$ cat src/rtl/macro_select_ctrl.sv
// Wishbone-programmable enable controller for the user-project test macros.
// Drives one-hot (or zero) io_active enables with a break-before-make sequence
// so two macros never drive the shared outputs together. An LA override can
// force the target pattern without a bus master.
module macro_select_ctrl #(
  parameter int unsigned NUM_MACROS  = 4,
  parameter int unsigned DEAD_CYCLES = 4,
  parameter logic [31:0] BASE_ADDR   = 32'h3000_0000
) (
  input  logic                  wb_clk_i,
  input  logic                  wb_rst_n_i,
  input  logic                  wbs_stb_i,
  input  logic                  wbs_cyc_i,
  input  logic                  wbs_we_i,
  input  logic [3:0]            wbs_sel_i,
  input  logic [31:0]           wbs_dat_i,
  input  logic [31:0]           wbs_adr_i,
  output logic                  wbs_ack_o,
  output logic [31:0]           wbs_dat_o,
  input  logic                  la_ovr_i,
  input  logic [NUM_MACROS-1:0] la_sel_i,
  output logic [NUM_MACROS-1:0] io_active_o,
  output logic                  switch_busy_o
);

  // Word offsets within the register block
  localparam logic [5:0] OffSel    = 6'h00;
  localparam logic [5:0] OffStatus = 6'h01;
  localparam logic [5:0] OffClr    = 6'h02;

  // BREAK holds for DEAD_CYCLES cycles: the load value plus the cycle at zero
  localparam logic [7:0] DeadLoad = 8'(DEAD_CYCLES - 1);
  localparam logic [NUM_MACROS-1:0] OneM = NUM_MACROS'(1);

  typedef enum logic [1:0] {
    StStable,
    StBreak,
    StSettle
  } state_e;

  // True when v has at most one bit set
  function automatic logic onehot0(input logic [NUM_MACROS-1:0] v);
    return (v & (v - OneM)) == '0;
  endfunction

  // Bus handshake state
  logic                  ack_q, ack_d;
  logic [31:0]           dat_q, dat_d;

  // Register file
  logic [NUM_MACROS-1:0] sel_q, sel_d;
  logic                  err_q, err_d;
  logic [7:0]            swcnt_q, swcnt_d;

  // Switch sequencer
  state_e                state_q, state_d;
  logic [7:0]            cnt_q, cnt_d;
  logic [NUM_MACROS-1:0] tgt_q, tgt_d;
  logic [NUM_MACROS-1:0] io_q, io_d;

  // Decode
  logic                  req;
  logic                  hit;
  logic                  acc;
  logic                  wr_lane0;
  logic                  sel_wr;
  logic                  clr_wr;
  logic [5:0]            off;
  logic [NUM_MACROS-1:0] wdat;
  logic                  wdat_ok;
  logic                  busy;
  logic [NUM_MACROS-1:0] target;
  logic [31:0]           status_word;
  logic [31:0]           sel_word;
  logic                  unused_bits;

  // Ack is registered, so a held strobe is not re-sampled during its own ack cycle
  assign req      = wbs_stb_i & wbs_cyc_i & ~ack_q;
  assign hit      = (wbs_adr_i[31:8] == BASE_ADDR[31:8]);
  assign acc      = req & hit;
  assign off      = wbs_adr_i[7:2];
  assign wr_lane0 = acc & wbs_we_i & wbs_sel_i[0];
  assign sel_wr   = wr_lane0 & (off == OffSel);
  assign clr_wr   = wr_lane0 & (off == OffClr);
  // Only the pattern field is judged; upper data bits are don't-care
  assign wdat     = wbs_dat_i[NUM_MACROS-1:0];
  assign wdat_ok  = onehot0(wdat);

  assign busy     = (state_q != StStable);

  // Lanes 1..3 and byte-offset bits have no function here
  assign unused_bits = ^{wbs_sel_i[3:1], wbs_dat_i, wbs_adr_i[1:0]};

  // Effective target: an invalid LA pattern parks everything off
  always_comb begin
    target = sel_q;
    if (la_ovr_i) begin
      target = onehot0(la_sel_i) ? la_sel_i : '0;
    end
  end

  // Readable words, zero-extended
  always_comb begin
    status_word                   = '0;
    status_word[NUM_MACROS-1:0]   = io_q;
    status_word[8]                = busy;
    status_word[9]                = err_q;
    status_word[23:16]            = swcnt_q;
    sel_word                      = '0;
    sel_word[NUM_MACROS-1:0]      = sel_q;
  end

  // Ack and read data for the accepted request; data is zero outside reads
  always_comb begin
    ack_d = acc;
    dat_d = '0;
    if (acc && !wbs_we_i) begin
      case (off)
        OffSel:    dat_d = sel_word;
        OffStatus: dat_d = status_word;
        default:   dat_d = '0;
      endcase
    end
  end

  // Bus handshake registers
  always_ff @(posedge wb_clk_i or negedge wb_rst_n_i) begin
    if (!wb_rst_n_i) begin
      ack_q <= 1'b0;
      dat_q <= '0;
    end else begin
      ack_q <= ack_d;
      dat_q <= dat_d;
    end
  end

  // Register-file next state: SEL writes, sticky ERR, saturating SWCNT
  always_comb begin
    sel_d   = sel_q;
    err_d   = err_q;
    swcnt_d = swcnt_q;

    if (sel_wr) begin
      if (wdat_ok) begin
        sel_d = wdat;
      end else begin
        err_d = 1'b1;
      end
    end

    // Count completed switches to a live macro
    if ((state_q == StSettle) && (tgt_q != '0) && (swcnt_q != 8'hFF)) begin
      swcnt_d = swcnt_q + 8'd1;
    end

    // Software clear takes priority over a same-cycle increment
    if (clr_wr) begin
      if (wbs_dat_i[0]) begin
        err_d = 1'b0;
      end
      if (wbs_dat_i[1]) begin
        swcnt_d = '0;
      end
    end
  end

  // Register-file state
  always_ff @(posedge wb_clk_i or negedge wb_rst_n_i) begin
    if (!wb_rst_n_i) begin
      sel_q   <= '0;
      err_q   <= 1'b0;
      swcnt_q <= '0;
    end else begin
      sel_q   <= sel_d;
      err_q   <= err_d;
      swcnt_q <= swcnt_d;
    end
  end

  // Switch sequencer next state: every change drops all enables for the dead
  // time before the new pattern is applied
  always_comb begin
    state_d = state_q;
    cnt_d   = cnt_q;
    tgt_d   = tgt_q;
    io_d    = io_q;

    case (state_q)
      StStable: begin
        if (target != io_q) begin
          tgt_d   = target;
          io_d    = '0;
          cnt_d   = DeadLoad;
          state_d = StBreak;
        end
      end
      StBreak: begin
        if (cnt_q != 8'd0) begin
          cnt_d = cnt_q - 8'd1;
        end else begin
          io_d    = tgt_q;
          state_d = StSettle;
        end
      end
      StSettle: begin
        // Target changes seen during the switch are picked up from here
        state_d = StStable;
      end
      default: begin
        io_d    = '0;
        state_d = StStable;
      end
    endcase
  end

  // Switch sequencer state
  always_ff @(posedge wb_clk_i or negedge wb_rst_n_i) begin
    if (!wb_rst_n_i) begin
      state_q <= StStable;
      cnt_q   <= '0;
      tgt_q   <= '0;
      io_q    <= '0;
    end else begin
      state_q <= state_d;
      cnt_q   <= cnt_d;
      tgt_q   <= tgt_d;
      io_q    <= io_d;
    end
  end

  assign wbs_ack_o     = ack_q;
  assign wbs_dat_o     = dat_q;
  assign io_active_o   = io_q;
  assign switch_busy_o = busy;

`ifndef SYNTHESIS
  // Enables stay mutually exclusive; ack never holds two cycles
  a_io_onehot0: assert property (@(posedge wb_clk_i) disable iff (!wb_rst_n_i)
    onehot0(io_q));
  a_ack_pulse: assert property (@(posedge wb_clk_i) disable iff (!wb_rst_n_i)
    ack_q |=> !ack_q);
`endif

endmodule

$ cat config.mk
export PLATFORM = sky130hd
export DESIGN_NAME = macro_select_ctrl
export DESIGN_NICKNAME = d
export VERILOG_FILES = /design/src/rtl/macro_select_ctrl.sv
export SDC_FILE = /design/constraint.sdc
export NUM_CORES = 1
export LEC_CHECK = 0
export BUFFER_PORTS_ARGS = -buffer_cell sky130_fd_sc_hd__buf_2
export CAP_MARGIN = 25
export CORE_ASPECT_RATIO = 0.9
export CORE_UTILIZATION = 42
export DETAILED_ROUTE_END_ITERATION = 8
export PLACE_DENSITY = 0.74
export SYNTH_ARGS = -nofsm -noshare
export SYNTH_HDL_FRONTEND = slang
export SYNTH_SLANG_ARGS = --single-unit
$ cat constraint.sdc
create_clock -name wb_clk_i -period 1.92 [get_ports wb_clk_i]
set_input_delay 0.096 -clock wb_clk_i [delete_from_list [all_inputs] [get_ports wb_clk_i]]
set_output_delay 0.096 -clock wb_clk_i [all_outputs]
set_load 0.005 [all_outputs]
==> impl_summary.log, run 1 <==
[metrics] result of the run: finished, final reports clean
[metrics] row count: 26
[metrics] Horiz. Die Dim: 83.1 um
[metrics] TritonCTS clock tree: built
[metrics] synthesized area divided by synthesized cell count: 10.7 sq um
[metrics] Clk Latency, worst-skew pair: 0.30 ns
[metrics] number of placed instances, taps included: 377
[metrics] number of hold-slack violations in the final timing report: 0
[metrics] area of combinational cells with multiple inputs: 1250 sq um
[metrics] number of max-slew violations in the final report: 0
[metrics] number of clock sinks seen by CTS: 46
[metrics] Power, Total: 0.00259 W
[metrics] die area: 6240 sq um
[metrics] min Tclk post-route: 1.85 ns
[metrics] Max Buffers Root-to-Sink: 2
[metrics] DR vias: 1961
[metrics] total standard cell area after synthesis: 2490 sq um
[metrics] fillcell total: 511
[metrics] final design utilization: 53.9%
[metrics] nature of the critical path endpoint: flip-flop
[metrics] worst hold path endpoint: sel_q[2]$_DFFE_PN0P_
[metrics] root buf cell: clkbuf_8
[metrics] Worst Path Class, Setup: reg -> reg
[metrics] pin count of the biggest net entering global routing: 47
[metrics] number of nets at the end of the flow: 396
[metrics] count of cells along the worst hold path: 2
[metrics] total I/O pin count: 116
[metrics] final clock skew: 0.00979 ns
[metrics] wire length on met1: 2240 um
[metrics] area added between synthesis and finish: 23.3%
[metrics] Syn Inst Count: 233
[metrics] Wirelength per Cell: 13.1 um
[metrics] share of cells above drive strength 1: 37.0%
[metrics] Max Fclk: 0.540 GHz
[metrics] required time of the critical path: 2.10 ns
[metrics] Detail Route met3 WL: 284 um
[metrics] cell area after layout: 3070 sq um
[metrics] initial standard-cell utilization of the core: 43.7%
[metrics] TritonRoute pass-1 iters: 4
[metrics] leakage power summed over all cells: 1.45 nW
[metrics] Min Hold Slack: 0.0678 ns
[metrics] final setup vio count: 0
[metrics] CP Launch Type: flip-flop
[metrics] worst-case vdd ir drop: 327 uV
[metrics] clk slew on worst S/H paths: 0.08 ns
[metrics] global placer's final weighted congestion: 0.861
[metrics] wire length of the first global-routing pass: 8480 um
[metrics] DRT iter0 DRCs: 54
[metrics] antenna diode instance count: 0
[metrics] post-DP HPWL: 3890 um
[metrics] antenna violations before repair: 0
[metrics] CP Data Arrival Time: 2.03 ns
[metrics] period utilization: 96.5%
[metrics] Total Wirelength: 5060 um
[metrics] Top Layer Used: met4
[metrics] unrepaired setup endpoints after global routing: true
[metrics] start point of the worst hold path: wbs_dat_i[2]
[metrics] storage element area: 1150 sq um
[metrics] path category of the worst min-delay check: in -> reg
[metrics] number of global-route vias before repair: 1887
[metrics] number of buffers created by CTS: 5
[metrics] count of unresolved DRC violations after routing: 0
[metrics] number of library cell types mapped by synthesis: 49
[metrics] max-cap viol count: 0
[metrics] count of non-filler cells in the finished layout: 386
[metrics] critical path launch point: io_active_o[0]$_DFFE_PN0P_
[metrics] Cell Pwr Density: 845 nW/um^2
[metrics] Reg2Reg Setup Slack: 0.07 ns
[metrics] primary flip-flop cell chosen by synthesis mapping: dfrtp_1
[metrics] remaining antenna violation count: 0
[metrics] worst r2r src: io_active_o[0]$_DFFE_PN0P_
[metrics] Max H-tree Level: 2
[metrics] Warnings, synthesis: 0
[metrics] total overflow reported by the global router: 0
[metrics] EDFF count, synth: 0
[metrics] overall die height: 75.0 um
[metrics] DR vias/cell: 5.08
[metrics] sum of met2 wire segment lengths after detailed routing: 2470 um
[metrics] count of cells along the worst register-to-register path: 6
[metrics] total track usage: 17.6%
[metrics] #FFs+latches synth: 46
[metrics] count of buffers from port buffering: 64
[metrics] area of placed instances: 2920 sq um
[metrics] floorplan core area: 5690 sq um
[metrics] worst flop-to-flop path endpoint: tgt_q[3]$_DFFE_PN0P_
[metrics] largest fanout on the critical path: 5
[metrics] sequential fraction of the synthesis area: 46.3%
[metrics] proportion of register bits with asynchronous set or reset after synthesis: 100%
power breakdown:
part           total, W  internal, W  switching [W]
Clock          0.000584     0.000256       0.000328
Sequential      0.00120      0.00108       0.000116
Combinational  0.000810     0.000391       0.000418
critical path: stages, from the launching register on:
cell and delay [ns]:
dfrtp_1 0.42, nor4b_2 0.17, o21ai_1 0.16, a21oi_2 0.07, a2bb2oi_2 0.16, a211oi_4 0.37
mux2_2 0.39
worst max path at each step:
stage	to	slack (ns)	cells after the start
2_1_floorplan	tgt_q[1]$_DFFE_PN0P_	0.05	7
6_report	tgt_q[3]$_DFFE_PN0P_	0.07	6
5_1_grt	sel_q[3]$_DFFE_PN0P_	-0.05	6
4_1_cts	wbs_dat_o[2]$_DFF_PN0_	0.005	7
3_5_place_dp	sel_q[1]$_DFFE_PN0P_	-0.08	6
3_3_place_gp	sel_q[1]$_DFFE_PN0P_	-0.04	6
sequential cells by signal, indices dropped and copies added, names as in the netlist:
name	count
wbs_dat_o	14
cnt_q	8
swcnt_q	8
io_active_o	4
sel_q	4
tgt_q	4
state_q	2
err_q	1
wbs_ack_o	1
per-stage QoR:
stage / setup WS, ns / setup TNS (ns)
floorplan: 0.0532 / 0
global placement: -0.0390 / -0.114
detailed placement: -0.0831 / -0.259
CTS: 0.00478 / 0
global route: -0.0507 / -0.321
finish: 0.0671 / 0
placed cells by master, fill, tap and decap left out, types with 5 or more instances in the layout:
master / n
inv_1: 9
nor4_1: 8
nand3_1: 6
conb_1: 18
dfrtp_1: 44
xor2_1: 13
clkbuf_8: 5
mux2i_1: 10
and2_1: 10
nand4_1: 8
mux2_2: 8
buf_4: 12
nand2_1: 7
buf_2: 64
nor2_1: 25
Yosys cell counts, types with 3 or more instances:
cell,number,share of area (%)
o32ai_1,4,1.4
mux2_2,8,3.6
nor4_1,8,2.0
xor2_1,13,4.6
nor4b_1,6,2.1
dfrtp_1,46,46
and2_1,10,2.5
nand2_1,7,1.1
inv_1,9,1.4
nand4_1,8,2.0
ha_1,3,1.5
mux2i_1,10,4.0
buf_4,18,5.4
nor2_1,27,4.1
nor3_1,4,0.80
o21ai_0,3,0.60
xnor2_1,4,1.4
nand3_1,6,1.2
kinds of logic (layout without fill, tap and decap cells):
logic type | count (synthesis) | count (layout) | share of synthesized area (%)
simple gates | 97 | 97 | 22.9
flops | 46 | 46 | 46.3
buf+inv | 30 | 96 | 7.59
compound gates | 19 | 19 | 6.94
mux | 19 | 19 | 8.25
xor+xnor | 17 | 17 | 5.98
fa+ha+maj | 4 | 4 | 1.91
other cells | 1 | 18 | 0.151
layer usage:
layer	vias to the layer above	GRT usage [%]
met3	6	5.15
met1	939	19.5
met2	66	32.7
met4	0	6.51
li1	950	-
met5	-	0
layout make-up:
class / instances / area share, %
clock buffers: 5 / 2.24
well taps: 70 / 2.85
clock inverters: 3 / 0.693
multi-input cells: 174 / 40.8
repair buffers: 79 / 14.7
inverters: 9 / 1.10
flip-flops and latches: 46 / 37.6
timing repair:
action,CTS,global route
buffers inserted,0,0
setup endpoints to repair,6,41
pin swaps,2,1
hold buffers,1,0
gates resized for setup,1,11
endpoints found under the hold margin,46,0
(Power assumes the default switching activity.)
==> run 2: changes to the inputs <==
--- a/config.mk
+++ b/config.mk
@@ -10,5 +10,5 @@
 export CORE_ASPECT_RATIO = 0.9
-export CORE_UTILIZATION = 42
+export CORE_UTILIZATION = 47
 export DETAILED_ROUTE_END_ITERATION = 8
-export PLACE_DENSITY = 0.74
+export PLACE_DENSITY = 0.79
 export SYNTH_ARGS = -nofsm -noshare
==> constraint.sdc (replaced) <==
create_clock -name wb_clk_i -period 2.1 [get_ports wb_clk_i]
set_input_delay 0.42 -clock wb_clk_i [delete_from_list [all_inputs] [get_ports wb_clk_i]]
set_output_delay 0.42 -clock wb_clk_i [all_outputs]
set_load 0.005 [all_outputs]
==> run 2 against run 1 <==
Non-clock buffer count down 8. Die area shrank 10%. Register-to-register slack improved by 0.05 ns. Clock power fell by 11%. Design area is 3.4% lower. Clock skew decreased by 0.0016 ns. Maximum frequency shrank 6.4%. Critical path depth unchanged. Via count fell by 2.3%. Combinational power down 19%. Largest cell class unchanged.
==> impl_summary.log, run 2 (synthesis gave the netlist of run 1 again) <==
[metrics] Clk Latency, worst-skew pair: 0.29 ns (about the same)
[metrics] post-cts hold buffer count: 0 (-1)
[metrics] largest fanout on the critical path: 4 (-1)
[metrics] number of nets at the end of the flow: 388 (-2.0%)
[metrics] Max H-tree Level: 2 (unchanged)
[metrics] final design utilization: 59.8% (+5.9 points)
[metrics] maximum cell stage delay along the critical path: 0.40 ns (-0.02 ns)
[metrics] clk slew on worst S/H paths: 0.08 ns (about the same)
[metrics] relative slew slack: 64.9%
[metrics] result of the run: finished, final reports clean
[metrics] pin count of the biggest net entering global routing: 25 (-47%)
[metrics] number of hold-slack violations in the final timing report: 0 (unchanged)
[metrics] final clock skew: 0.00814 ns (-0.00165 ns)
[metrics] CP Launch Type: flip-flop
[metrics] unrepaired setup endpoints after global routing: false
[metrics] count of cells along the worst register-to-register path: 6 (unchanged)
[metrics] Cell Pwr Density: 770 nW/um^2 (-8.9%)
[metrics] slew of the pin with the lowest slew margin: 0.527 ns
[metrics] # Post-CTS Setup Buffers: 0 (unchanged)
[metrics] dpl ws: -0.0608 ns (+0.0223 ns)
[metrics] remaining antenna violation count: 0 (unchanged)
[metrics] global placer's final weighted congestion: 0.842 (-2.2%)
[metrics] period utilization: 94.3% (-2.2 points)
[metrics] TritonCTS clock tree: built
[metrics] number of global-route vias before repair: 1825 (-3.3%)
[metrics] floorplan core area: 4950 sq um (-13%)
[metrics] post-DP HPWL: 3740 um (-3.8%)
[metrics] DR vias/cell: 5.14 (+1.1%)
[metrics] Horiz. Die Dim: 78.7 um (-5.3%)
[metrics] nature of the critical path endpoint: flip-flop
[metrics] path category of the worst min-delay check: in -> async
[metrics] portion of total power attributed to combinational logic: 28.9% (-2.3 points)
[metrics] switching power: 0.000755 W (-12%)
[metrics] share of cells above drive strength 1: 33.1% (-3.9 points)
[metrics] Max Fclk: 0.505 GHz (-6.4%)
[metrics] number of placed instances, taps included: 365 (-3.2%)
[metrics] count of unresolved DRC violations after routing: 0 (unchanged)
[metrics] required time of the critical path: 2.29 ns (+0.19 ns)
[metrics] cell area after layout: 2960 sq um (-3.4%)
[metrics] relative contribution of the clock network to total power: 22.7% (+0.2 points)
[metrics] worst r2r src: wbs_ack_o$_DFF_PN0_
[metrics] area of placed instances: 2860 sq um (-2.0%)
[metrics] Wirelength per Cell: 12.9 um (-1.8%)
[metrics] Worst Path Class, Setup: reg -> reg
[metrics] root buf cell: clkbuf_8
[metrics] antenna violations before repair: 0 (unchanged)
[metrics] worst-case vdd ir drop: 381 uV (+17%)
[metrics] worst flop-to-flop path endpoint: sel_q[2]$_DFFE_PN0P_
[metrics] list of cells traversed by the critical path: nor4bb_1 -> nand4_1 -> nor2_2 -> nand2_2 -> nor4_4 -> mux2_2
[metrics] number of clock sinks seen by CTS: 46 (unchanged)
[metrics] max reg flops: 14 (unchanged)
[metrics] TritonRoute pass-1 iters: 4 (unchanged)
[metrics] critical path buffer and inverter count: 0 (unchanged)
[metrics] overall die height: 71.0 um (-5.3%)
[metrics] Total Wirelength: 4800 um (-5.1%)
[metrics] fillcell total: 403 (-21%)
[metrics] row count: 24 (-7.7%)
[metrics] total track usage: 18.4% (+0.83 points)
[metrics] initial standard-cell utilization of the core: 50.2% (+6.5 points)
[metrics] total overflow reported by the global router: 0 (unchanged)
[metrics] Max Buffers Root-to-Sink: 2 (unchanged)
[metrics] most common library cell in the layout ignoring fill and taps: buf_2
[metrics] max-cap viol count: 0 (unchanged)
[metrics] storage element area: 1150 sq um (-0.11%)
[metrics] count of non-filler cells in the finished layout: 373 (-3.4%)
[metrics] wire length of the first global-routing pass: 7970 um (-6.0%)
[metrics] slowest CP cell: dfrtp_1
[metrics] Gates resized, CTS repair: 0 (-1)
[metrics] number of max-slew violations in the final report: 0 (unchanged)
[metrics] die area: 5590 sq um (-10%)
[metrics] CP Data Arrival Time: 2.17 ns (+0.14 ns)
[metrics] DRT iter0 DRCs: 88 (+63%)
[metrics] Reg2Reg Setup Slack: 0.12 ns (+0.05 ns)
[metrics] proportion of power drawn by flip-flops and latches: 48.3% (+2.0 points)
[metrics] kind of cell adding the most delay to the critical path: simple AND/OR/NAND/NOR gates
[metrics] DR vias: 1916 (-2.3%)
[metrics] cell internal pwr: 0.00153 W (-12%)
[metrics] final setup vio count: 0 (unchanged)
[metrics] post-route setup slack: 0.120 ns (+0.0527 ns)
[metrics] area added between synthesis and finish: 19.1%
[metrics] antenna diode instance count: 0 (unchanged)
[metrics] switching power share of the total: 33.1% (-0.15 points)
[metrics] count of buffers from port buffering: 64 (unchanged)
[metrics] leakage power summed over all cells: 1.41 nW (-3.0%)
[metrics] min Tclk post-route: 1.98 ns (+0.127 ns)
[metrics] commonest non-fill, non-tap cells in the layout: buf_2, dfrtp_1, nor2_1, conb_1, xor2_1
[metrics] number of buffers created by CTS: 5 (unchanged)
[metrics] total I/O pin count: 116 (unchanged)
[metrics] area of combinational cells with multiple inputs: 1220 sq um (-2.1%)
run 2: area by class of cell:
| class | instances | area share, % |
|---|---|---|
| multi-input combinational | 174 | 41.3 |
| sequential | 46 | 38.9 |
| timing repair buffer | 71 | 13.0 |
| tap | 65 | 2.74 |
| clock buffer | 6 | 2.45 |
| inverter | 9 | 1.14 |
| clock inverter | 2 | 0.464 |
run 2: metal layers:
| layer | share of wire, % | vias up | GRT usage [%] |
|---|---|---|---|
| met5 | 0 | - | 0 |
| met4 | 1.1 | 0 | 6.17 |
| met3 | 6.4 | 5 | 4.00 |
| met2 | 49 | 64 | 32.9 |
| met1 | 44 | 909 | 21.8 |
| li1 | - | 938 | - |
run 2: worst max path at each step:
stage,start,end,slack (ns),cells after the start
final,wbs_ack_o$_DFF_PN0_,sel_q[2]$_DFFE_PN0P_,0.12,6
after global routing,wbs_ack_o$_DFF_PN0_,sel_q[2]$_DFFE_PN0P_,0.002,6
after CTS,wbs_ack_o$_DFF_PN0_,sel_q[2]$_DFFE_PN0P_,0.10,6
after detailed placement,wbs_adr_i[9],sel_q[2]$_DFFE_PN0P_,-0.06,7
after global placement,wbs_adr_i[9],sel_q[3]$_DFFE_PN0P_,-0.05,7
after floorplan,wbs_adr_i[9],sel_q[1]$_DFFE_PN0P_,0.19,6
run 2: power by group through the flow:
stage | Combinational, W | Clock (W) | Sequential (W)
CTS | 0.000659 | 0.000534 | 0.00110
finish | 0.000660 | 0.000519 | 0.00110
global route | 0.000754 | 0.000577 | 0.00112
global placement | 0.000630 | 0 | 0.00111
detailed placement | 0.000658 | 0 | 0.00111
floorplan | 0.000509 | 0 | 0.00108
run 2: worst reg2reg max path, cell delays in order (launching register included):
cell,delay [ns]
dfrtp_1,0.40
nor4bb_1,0.28
nand4_1,0.16
nor2_2,0.16
nand2_2,0.09
nor4_4,0.40
mux2_2,0.38
run 2: stage by stage:
stage	TNS (ns)	total power [W]	hold WS (ns)
after global placement	-0.150	0.00174	0.426
after global routing	0	0.00245	0.134
after floorplan	0	0.00159	0.124
final	0	0.00228	0.0943
after detailed placement	-0.176	0.00177	0.428
after CTS	0	0.00229	0.107
==> run 3: changes to the inputs <==
--- a/config.mk
+++ b/config.mk
@@ -10,2 +10,3 @@
 export CORE_ASPECT_RATIO = 0.9
+export CORE_MARGIN = 1.5
 export CORE_UTILIZATION = 47
==> constraint.sdc (replaced) <==
create_clock -name wb_clk_i -period 2.1 [get_ports wb_clk_i]
set_input_delay 0.21 -clock wb_clk_i [delete_from_list [all_inputs] [get_ports wb_clk_i]]
set_output_delay 0.21 -clock wb_clk_i [all_outputs]
set_load 0.005 [all_outputs]
==> run 3 against run 2 <==
The run now ends with hold timing left. Utilization fell by 1.3 points. Combinational power fell by 2%. Flip-flop and latch count did not move. Clock skew rose by 0.0024 ns. Sequential share of layout area rose by 0.63 points. Clock-buffer cell count did not move. Cell count fell by 0.80%. Global-route usage fell by 0.69 points. Setup slack improved by 0.014 ns. Die area rose by 2.7%. Critical path depth did not move. Wire length rose by 1.6%. Critical path type unchanged. Largest power group unchanged.
==> impl_summary.log, run 3 (synthesis gave the netlist of run 1 again) <==
[metrics] switching power share of the total: 33.3% (+0.17 points)
[metrics] fillcell total: 441 (+9.4%)
[metrics] DRT iter0 DRCs: 102 (+16%)
[metrics] Max Buffers Root-to-Sink: 2 (unchanged)
[metrics] DR vias/cell: 5.10 (-0.72%)
[metrics] number of placed instances, taps included: 362 (-0.82%)
[metrics] max reg flops: 14 (unchanged)
[metrics] number of hold-slack violations in the final timing report: 27 (+27)
[metrics] number of max-slew violations in the final report: 0 (unchanged)
[metrics] total track usage: 17.7% (-0.69 points)
[metrics] number of buffers created by CTS: 5 (unchanged)
[metrics] grt peak-use layer: met2
[metrics] antenna violations before repair: 0 (unchanged)
[metrics] count of unresolved DRC violations after routing: 0 (unchanged)
[metrics] area added between synthesis and finish: 17.2%
[metrics] count of buffers from port buffering: 64 (unchanged)
[metrics] number of nets at the end of the flow: 385 (-0.77%)
[metrics] met1 layer usage reported by global route: 21.6% (-0.26 points)
[metrics] storage element area: 1150 sq um (unchanged)
[metrics] Cell Pwr Density: 779 nW/um^2 (+1.2%)
[metrics] nature of the critical path endpoint: flip-flop
[metrics] antenna diode instance count: 0 (unchanged)
[metrics] max-cap viol count: 0 (unchanged)
[metrics] Clk Latency, worst-skew pair: 0.30 ns (about the same)
[metrics] Max H-tree Level: 2 (unchanged)
[metrics] Min Hold Slack: -0.0206 ns (-0.115 ns)
[metrics] number of global-route vias before repair: 1806 (-1.0%)
[metrics] global placer's final weighted congestion: 0.844 (+0.20%)
[metrics] worst-case vdd ir drop: 543 uV (+42%)
[metrics] maximum cell stage delay along the critical path: 0.40 ns (about the same)
[metrics] Max Fclk: 0.509 GHz (+0.71%)
[metrics] TritonCTS clock tree: built
[metrics] path category of the worst min-delay check: in -> async
[metrics] most common library cell in the layout ignoring fill and taps: buf_2
[metrics] # Post-CTS Setup Buffers: 0 (unchanged)
[metrics] commonest non-fill, non-tap cells in the layout: buf_2, dfrtp_1, nor2_1, conb_1, xor2_1
[metrics] proportion of power drawn by flip-flops and latches: 48.5% (+0.2 points)
[metrics] met2 track demand over resource in global routing: 30.6% (-2.3 points)
[metrics] period utilization: 93.6% (-0.67 points)
[metrics] die area: 5740 sq um (+2.7%)
[metrics] floorplan core area: 4980 sq um (+0.61%)
[metrics] pin count of the biggest net entering global routing: 47 (+88%)
[metrics] slew of the pin with the lowest slew margin: 0.560 ns (+0.0327 ns)
[metrics] required time of the critical path: 2.29 ns (about the same)
[metrics] switching power: 0.000755 W (about the same)
[metrics] remaining antenna violation count: 0 (unchanged)
[metrics] Total Wirelength: 4880 um (+1.6%)
[metrics] DR vias: 1887 (-1.5%)
[metrics] largest fanout on the critical path: 4 (unchanged)
[metrics] overall die height: 72.0 um (+1.4%)
[metrics] result of the run: finished with violations
[metrics] count of cells along the worst register-to-register path: 6 (unchanged)
[metrics] area of combinational cells with multiple inputs: 1210 sq um (-1.0%)
[metrics] final setup vio count: 0 (unchanged)
[metrics] cell internal pwr: 0.00152 W (-0.73%)
[metrics] min Tclk post-route: 1.97 ns (-0.0141 ns)
[metrics] total overflow reported by the global router: 0 (unchanged)
[metrics] slowest CP cell: nor4_4
[metrics] relative contribution of the clock network to total power: 23.1% (+0.4 points)
[metrics] clk slew on worst S/H paths: 0.09 ns (about the same)
[metrics] count of non-filler cells in the finished layout: 370 (-0.80%)
[metrics] final clock skew: 0.0105 ns (+0.00238 ns)
[metrics] post-DP HPWL: 3680 um (-1.7%)
[metrics] final design utilization: 58.5% (-1.3 points)
[metrics] number of clock sinks seen by CTS: 46 (unchanged)
[metrics] row count: 24 (unchanged)
[metrics] portion of total power attributed to combinational logic: 28.5% (-0.4 points)
[metrics] share of cells above drive strength 1: 31.8% (-1.3 points)
[metrics] Horiz. Die Dim: 79.7 um (+1.3%)
[metrics] TritonRoute pass-1 iters: 4 (unchanged)
[metrics] final total negative setup slack: 0 ns (unchanged)
[metrics] global-route track usage on met3: 5.91% (+1.9 points)
[metrics] list of cells traversed by the critical path: nor4bb_1 -> nand4_1 -> nor2_2 -> nand2_2 -> nor4_4 -> mux2_2
[metrics] unrepaired setup endpoints after global routing: false
[metrics] Worst Path Class, Setup: reg -> reg
[metrics] violations in the final reports: hold timing
[metrics] wire length of the first global-routing pass: 7800 um (-2.2%)
[metrics] root buf cell: clkbuf_8
[metrics] CP Data Arrival Time: 2.16 ns (about the same)
[metrics] relative slew slack: 62.7% (-2.2 points)
[metrics] Wirelength per Cell: 13.2 um (+2.4%)
[metrics] total I/O pin count: 116 (unchanged)
[metrics] CP Launch Type: flip-flop
[metrics] initial standard-cell utilization of the core: 49.9% (-0.30 points)
[metrics] Power, Total: 0.00227 W (-0.47%)
[metrics] leakage power summed over all cells: 1.39 nW (-1.6%)
[run 3: cell types whose count changed in the layout (fill, tap and decap cells not counted), sizes merged]
cell / before / now
buf: 71 / 68
[run 3: worst max-delay path: cells and delay by family, from the launching register on]
family           cells  cell delay (ns)
DFF                  1             0.38
and+or+nand+nor      5             1.10
muxes                1             0.38
[run 3: layer usage]
metal / vias to the layer above / wire [um]
met5: - / 0
met4: 0 / 0
met3: 0 / 330
met2: 66 / 2340
met1: 897 / 2210
li1: 924 / -
[run 3: path summary, 6_finish.rpt]
path                                startpoint                          to  slack (ns)
max in group asynchronous           wb_rst_n_i  io_active_o[0]$_DFFE_PN0P_        1.69
min                                 wb_rst_n_i     wbs_dat_o[18]$_DFF_PN0_       -0.02
min in group wb_clk_i            wbs_adr_i[28]         wbs_ack_o$_DFF_PN0_        0.16
max reg2reg                wbs_ack_o$_DFF_PN0_        sel_q[3]$_DFFE_PN0P_        0.13
max                        wbs_ack_o$_DFF_PN0_        sel_q[3]$_DFFE_PN0P_        0.13
min reg2reg                    err_q$_DFF_PN0_      wbs_dat_o[9]$_DFF_PN0_        0.53
[run 3: repair_timing]
action                     in CTS  in global routing
setup endpoints to repair       0                  4
resized for setup               0                  1
hold buffers                    0                  0
[run 3: power by group through the flow]
stage | Clock [W] | Sequential (W) | Combinational, W
after floorplan | 0 | 0.00108 | 0.000509
after global placement | 0 | 0.00111 | 0.000625
after detailed placement | 0 | 0.00111 | 0.000654
after CTS | 0.000542 | 0.00110 | 0.000653
after global routing | 0.000598 | 0.00111 | 0.000730
final | 0.000523 | 0.00110 | 0.000646
[run 3: cell type report]
class | count | share of cell area, %
clock buffers | 6 | 2.49
inverters | 9 | 1.16
clock inverters | 2 | 0.472
multi-input cells | 174 | 41.6
well taps | 65 | 2.79
flip-flops and latches | 46 | 39.5
repair buffers | 68 | 12.0
[run 3: stage by stage]
stage          worst slack, ns  hold slack (ns)  cell area [sq um]
6_report                 0.134          -0.0206               2920
4_1_cts                 0.0851          0.00375               2920
2_1_floorplan            0.233          -0.0856               2550
3_3_place_gp             0.156            0.323               2830
3_5_place_dp             0.108            0.327               2830
5_1_grt                 0.0157           0.0102               2920
